--- src/rtl/mem_port_arbiter.sv ---
// Round-robin arbiter and sequencer for the shared memory port: fetch (0) vs data (1).
// Latches the winning request, holds the port for the transaction, returns ack/err/rdata.
module mem_port_arbiter #(
    parameter int DATA_W  = 32,
    parameter int CNT_W   = 8,
    parameter int TIMEOUT = 255
) (
    input  logic              clk_i,
    input  logic              reset_i,
    input  logic              req0_i,
    input  logic              req1_i,
    input  logic [DATA_W-1:0] addr0_i,
    input  logic [DATA_W-1:0] addr1_i,
    input  logic [DATA_W-1:0] wdata0_i,
    input  logic [DATA_W-1:0] wdata1_i,
    input  logic              we0_i,
    input  logic              we1_i,
    input  logic [3:0]        be0_i,
    input  logic [3:0]        be1_i,
    output logic              ack0_o,
    output logic              ack1_o,
    output logic              err_o,
    output logic [DATA_W-1:0] rdata_o,
    output logic              sel_o,
    output logic              busy_o,
    output logic              mem_req_o,
    output logic [DATA_W-1:0] mem_addr_o,
    output logic [DATA_W-1:0] mem_wdata_o,
    output logic              mem_we_o,
    output logic [3:0]        mem_be_o,
    input  logic              mem_ready_i,
    input  logic [DATA_W-1:0] mem_rdata_i
);

    typedef enum logic {IDLE, BUSY} state_t;

    // Counter value seen on the edge that expires the wait window.
    localparam logic [CNT_W-1:0] LAST_WAIT = (TIMEOUT == 0) ? '0 : CNT_W'(TIMEOUT - 1);

    state_t             state_q;
    logic [CNT_W-1:0]   cnt_q;
    logic               last_grant_q;
    logic               ack0_q, ack1_q, err_q, sel_q, busy_q, mem_req_q, mem_we_q;
    logic [DATA_W-1:0]  rdata_q, mem_addr_q, mem_wdata_q;
    logic [3:0]         mem_be_q;

    logic               any_req_d;
    logic               grant_d;

    always_comb begin
        any_req_d = req0_i | req1_i;
        if (req0_i && req1_i) begin
            grant_d = ~last_grant_q;
        end else begin
            grant_d = req1_i;
        end
    end

    always_ff @(posedge clk_i) begin
        if (reset_i) begin
            state_q      <= IDLE;
            cnt_q        <= '0;
            last_grant_q <= 1'b1;
            ack0_q       <= 1'b0;
            ack1_q       <= 1'b0;
            err_q        <= 1'b0;
            sel_q        <= 1'b0;
            busy_q       <= 1'b0;
            mem_req_q    <= 1'b0;
            mem_we_q     <= 1'b0;
            rdata_q      <= '0;
            mem_addr_q   <= '0;
            mem_wdata_q  <= '0;
            mem_be_q     <= '0;
        end else begin
            ack0_q <= 1'b0;
            ack1_q <= 1'b0;
            err_q  <= 1'b0;
            case (state_q)
                IDLE: begin
                    if (any_req_d) begin
                        sel_q        <= grant_d;
                        last_grant_q <= grant_d;
                        mem_addr_q   <= grant_d ? addr1_i  : addr0_i;
                        mem_wdata_q  <= grant_d ? wdata1_i : wdata0_i;
                        mem_we_q     <= grant_d ? we1_i    : we0_i;
                        mem_be_q     <= grant_d ? be1_i    : be0_i;
                        mem_req_q    <= 1'b1;
                        busy_q       <= 1'b1;
                        cnt_q        <= '0;
                        state_q      <= BUSY;
                    end
                end
                BUSY: begin
                    // A completion on the expiry edge takes precedence over the timeout.
                    if (mem_ready_i) begin
                        rdata_q   <= mem_rdata_i;
                        ack0_q    <= ~sel_q;
                        ack1_q    <= sel_q;
                        mem_req_q <= 1'b0;
                        busy_q    <= 1'b0;
                        state_q   <= IDLE;
                    end else begin
                        cnt_q <= cnt_q + CNT_W'(1);
                        if (TIMEOUT != 0 && cnt_q == LAST_WAIT) begin
                            rdata_q   <= '0;
                            ack0_q    <= ~sel_q;
                            ack1_q    <= sel_q;
                            err_q     <= 1'b1;
                            mem_req_q <= 1'b0;
                            busy_q    <= 1'b0;
                            state_q   <= IDLE;
                        end
                    end
                end
                default: state_q <= IDLE;
            endcase
        end
    end

    assign ack0_o      = ack0_q;
    assign ack1_o      = ack1_q;
    assign err_o       = err_q;
    assign rdata_o     = rdata_q;
    assign sel_o       = sel_q;
    assign busy_o      = busy_q;
    assign mem_req_o   = mem_req_q;
    assign mem_addr_o  = mem_addr_q;
    assign mem_wdata_o = mem_wdata_q;
    assign mem_we_o    = mem_we_q;
    assign mem_be_o    = mem_be_q;

endmodule

--- config.mk ---
export PLATFORM = sky130hd
export DESIGN_NAME = mem_port_arbiter
export DESIGN_NICKNAME = d
export VERILOG_FILES = /design/src/rtl/mem_port_arbiter.sv
export SDC_FILE = /design/constraint.sdc
export NUM_CORES = 1
export LEC_CHECK = 0
export BUFFER_PORTS_ARGS = -buffer_cell sky130_fd_sc_hd__buf_2
export CORE_AREA = 2 2 110 112
export DETAILED_ROUTE_END_ITERATION = 10
export DIE_AREA = 0 0 112 114
export GPL_ROUTABILITY_DRIVEN = 0
export PLACE_DENSITY_LB_ADDON = 0.25
export SYNTH_ARGS = -nofsm -noshare
export SYNTH_HDL_FRONTEND = slang
export SYNTH_SLANG_ARGS = --single-unit
--- constraint.sdc ---
create_clock -name clk_i -period 2.7 [get_ports clk_i]
set_input_delay 0 -clock clk_i [delete_from_list [all_inputs] [get_ports clk_i]]
set_output_delay 0 -clock clk_i [all_outputs]
set_load 0.02 [all_outputs]
==> out/results.tsv <==
metric	value	unit
cp.required	2990	ps
die_w	112	um
power-per-cell-area	648.1	nW/um^2
period_share	85.46	%
count_of_input_and_output_buffers	281	
final_layout_size_suffix_gt1_share	36.05	%
chipHeight	114	um
route.detailed.vias_per_inst	5.032	
total_overflow_reported_by_the_global_router	0	
crit_path_end_kind	flip-flop	
worst_hold_path_type	input pin to flip-flop	
hold_violations	0	
timing.clock.skew	11.67	ps
synthFlopType	dfxtp_1	
finalCriticalPeriod	2307	ps
synth_area_leaders	dfxtp_1, mux2i_1, a211oi_1	
grt_setup_unrepaired	false	
cpLargestDelayFamily	buffers and inverters	
cts.root.buffer_cell	clkbuf_16	
maxCapViolations	0	
cts_tree	built	
cellInternalPower	3969	uW
antenna_found_initial	1	
critPathMaxStageDelay	620	ps
initial_core_util	40.63	%
setup-violations-final	0	
achievable-frequency	433.4	MHz
cts_htree_levels	4	
detail_route.iter0.violations	293	
clkSinkCount	116	
power_switching_share	26.63	%
drtPass1Iterations	4	
static-leakage-power	0.003932	uW
yosysUniqueCellTypes	37	
arrival	2600	ps
place_area	6125	um^2
timing_worst_slew_pin_value	754.5	ps
io-pin-count	282	
antenna_violation_net_count_after_detailed_routing	0	
grt_max_degree	99	
cts-root-to-sink-buffers	2	
grt_first_pass_wirelength	25.15	mm
detailedPlacementHpwl	8.884	mm
cts-buffers-inserted	17	
finalMaxSlewViolations	0	
post_route_cell_area	8348	um^2
drc_errors	0	
max_fo_critical_path	44	
edff_count_synth	0	
peakVddDrop	0.0004660	V
timing.critical_path.slowest_stage_cell	buf_4	
avgSynthCellArea	10.48	um^2
postSynthCellCount	454	
std_cell_rows	40	
routed-via-count	5248	
vias_in_the_first_global_route	5398	
global_route.usage.total	24.57	%
core	11710	um^2
clk_pin_slew	50	ps
clock_latency	410	ps
synth_fp_nets	631	
switching_power	1441	uW
synth_seq_area_share	48.80	%
start_kind	flip-flop	
antenna_cells_inserted	0	
synth_area_leader_cell	dfxtp_1	
worstSetupPathType	flip-flop to flip-flop	
finalNetCount	1060	
critical_path.cell_chain	a21boi_4 -> buf_4 -> mux2i_1 -> dlygate4sd3_1 -> a211oi_1	
slew_headroom	49.70	%
yosysWarningCount	0	
final.setup.tns	0	ps
synthesis.area	4758	um^2
per_cell_routed_wire_length	15.30	um
area.growth.synth_to_final	75.44	%
outcome	completed	
yosys_reg_bits	116	
crit_buf_inv	2	
comb_power_share	21.5	%
share_seq_of_total_power	36.1	%
die_area	12770	um^2
power.clock.fraction	42.4	%
synth-async-reset-ratio	0	%
post-synth-top-area-fraction	48.80	%
finalWirelength	15.95	mm
## worst paths after layout
check                                               endpoint                       from  cells after the start  slack [ps]
worst max-delay path             mem_wdata_o[3]$_SDFFE_PP0P_  last_grant_q$_SDFFE_PP1P_                      5         390
worst min-delay path            mem_wdata_o[31]$_SDFFE_PP0P_               wdata0_i[31]                      3          10
worst max register to register   mem_wdata_o[3]$_SDFFE_PP0P_  last_grant_q$_SDFFE_PP1P_                      5         390
worst min register to register       rdata_o[6]$_SDFFE_PP0P_    rdata_o[6]$_SDFFE_PP0P_                      1         470
## cells in the final DEF, fill, tap and decap left out, types with 3 or more instances in the layout
cell	n
buf_2	281
dlygate4sd3_1	161
dfxtp_1	116
nor2_1	73
mux2i_1	69
a211oi_1	69
a22o_1	32
clkbuf_16	17
a21oi_1	7
buf_4	7
clkinv_2	6
nand2_1	5
inv_1	4
o211ai_1	4
or3_1	4
clkbuf_8	4
nand4_1	3
o21a_1	3
bufinv_16	3
## what timing repair did
action | 4_1_cts | 5_1_grt
hold endpoints to repair | 97 | 0
setup buffers | 0 | 0
gates resized for setup | 0 | 0
hold buffers | 161 | 0
endpoints found under the setup margin | 0 | 0
## registers in the layout, indices dropped and copies added, names as in the netlist, 4 cells and up
name         flops
mem_addr_o      32
mem_wdata_o     32
rdata_o         32
cnt_q            8
mem_be_o         4
## per-stage QoR
step / setup WS (ps) / total power, uW / cells / hold slack [ps] / utilization, %
final: 392.7 / 5410 / 1043 / 9.815 / 71.28
after global routing: 257.9 / 5640 / 1043 / 12.34 / 71.28
after CTS: 455.3 / 5408 / 1043 / 0.9652 / 71.28
after detailed placement: 956.2 / 2891 / 850 / 213.3 / 52.30
after global placement: 1023 / 2867 / 850 / 211.9 / 52.30
after floorplan: 1333 / 2574 / 454 / 125.5 / -
## power groups by stage
stage | clock, uW | sequential (uW) | combinational [uW]
floorplan | 0 | 2150 | 421
global placement | 0 | 1970 | 894
detailed placement | 0 | 1980 | 913
CTS | 2320 | 1950 | 1140
global route | 2420 | 1970 | 1250
finish | 2290 | 1950 | 1170
## cells by family after synthesis
| family | count (synthesis) | share of synthesized area [%] |
|---|---|---|
| muxes | 69 | 14.51 |
| and+or+nand+nor | 98 | 8.809 |
| AOI/OAI and AO/OA | 125 | 20.46 |
| buffers and inverters | 44 | 6.889 |
| DFF | 116 | 48.80 |
| adders and majority gates | 2 | 0.5258 |
## cell type report
class / instances / area, um^2
clock buffer: 22 / 484.2
clock inverter: 10 / 127.6
fill: 849 / 3363
inverter: 4 / 15.01
multi-input combinational: 294 / 2125
sequential: 116 / 2322
tap: 147 / 183.9
timing repair buffer: 450 / 3090
## layer usage
layer / GRT usage [%] / vias up / wire length (um)
li1: - / 2551 / -
met1: 24.58 / 2455 / 6066
met2: 46.79 / 203 / 8449
met3: 7.545 / 37 / 994
met4: 10.98 / 2 / 429
met5: 0 / - / 13
## worst reg2reg max path: stages (launching register included)
cell	delay [ps]
dfxtp_1	340
a21boi_4	150
buf_4	620
mux2i_1	180
dlygate4sd3_1	610
a211oi_1	310
## synthesized netlist by cell type (2+ instances only)
library cell	number
nor2_1	74
buf_12	7
nand4_1	3
inv_1	4
a211oi_1	69
nor3_1	2
mux2i_1	69
buf_6	4
o211ai_1	4
clkbuf_1	18
nand2_1	5
buf_2	9
nand3_1	2
a22o_1	32
nand2b_1	2
ha_1	2
a21oi_1	7
o21a_1	3
or3_1	4
dfxtp_1	116
buf_4	2
Note: power is estimated with default switching activity, not from simulation.
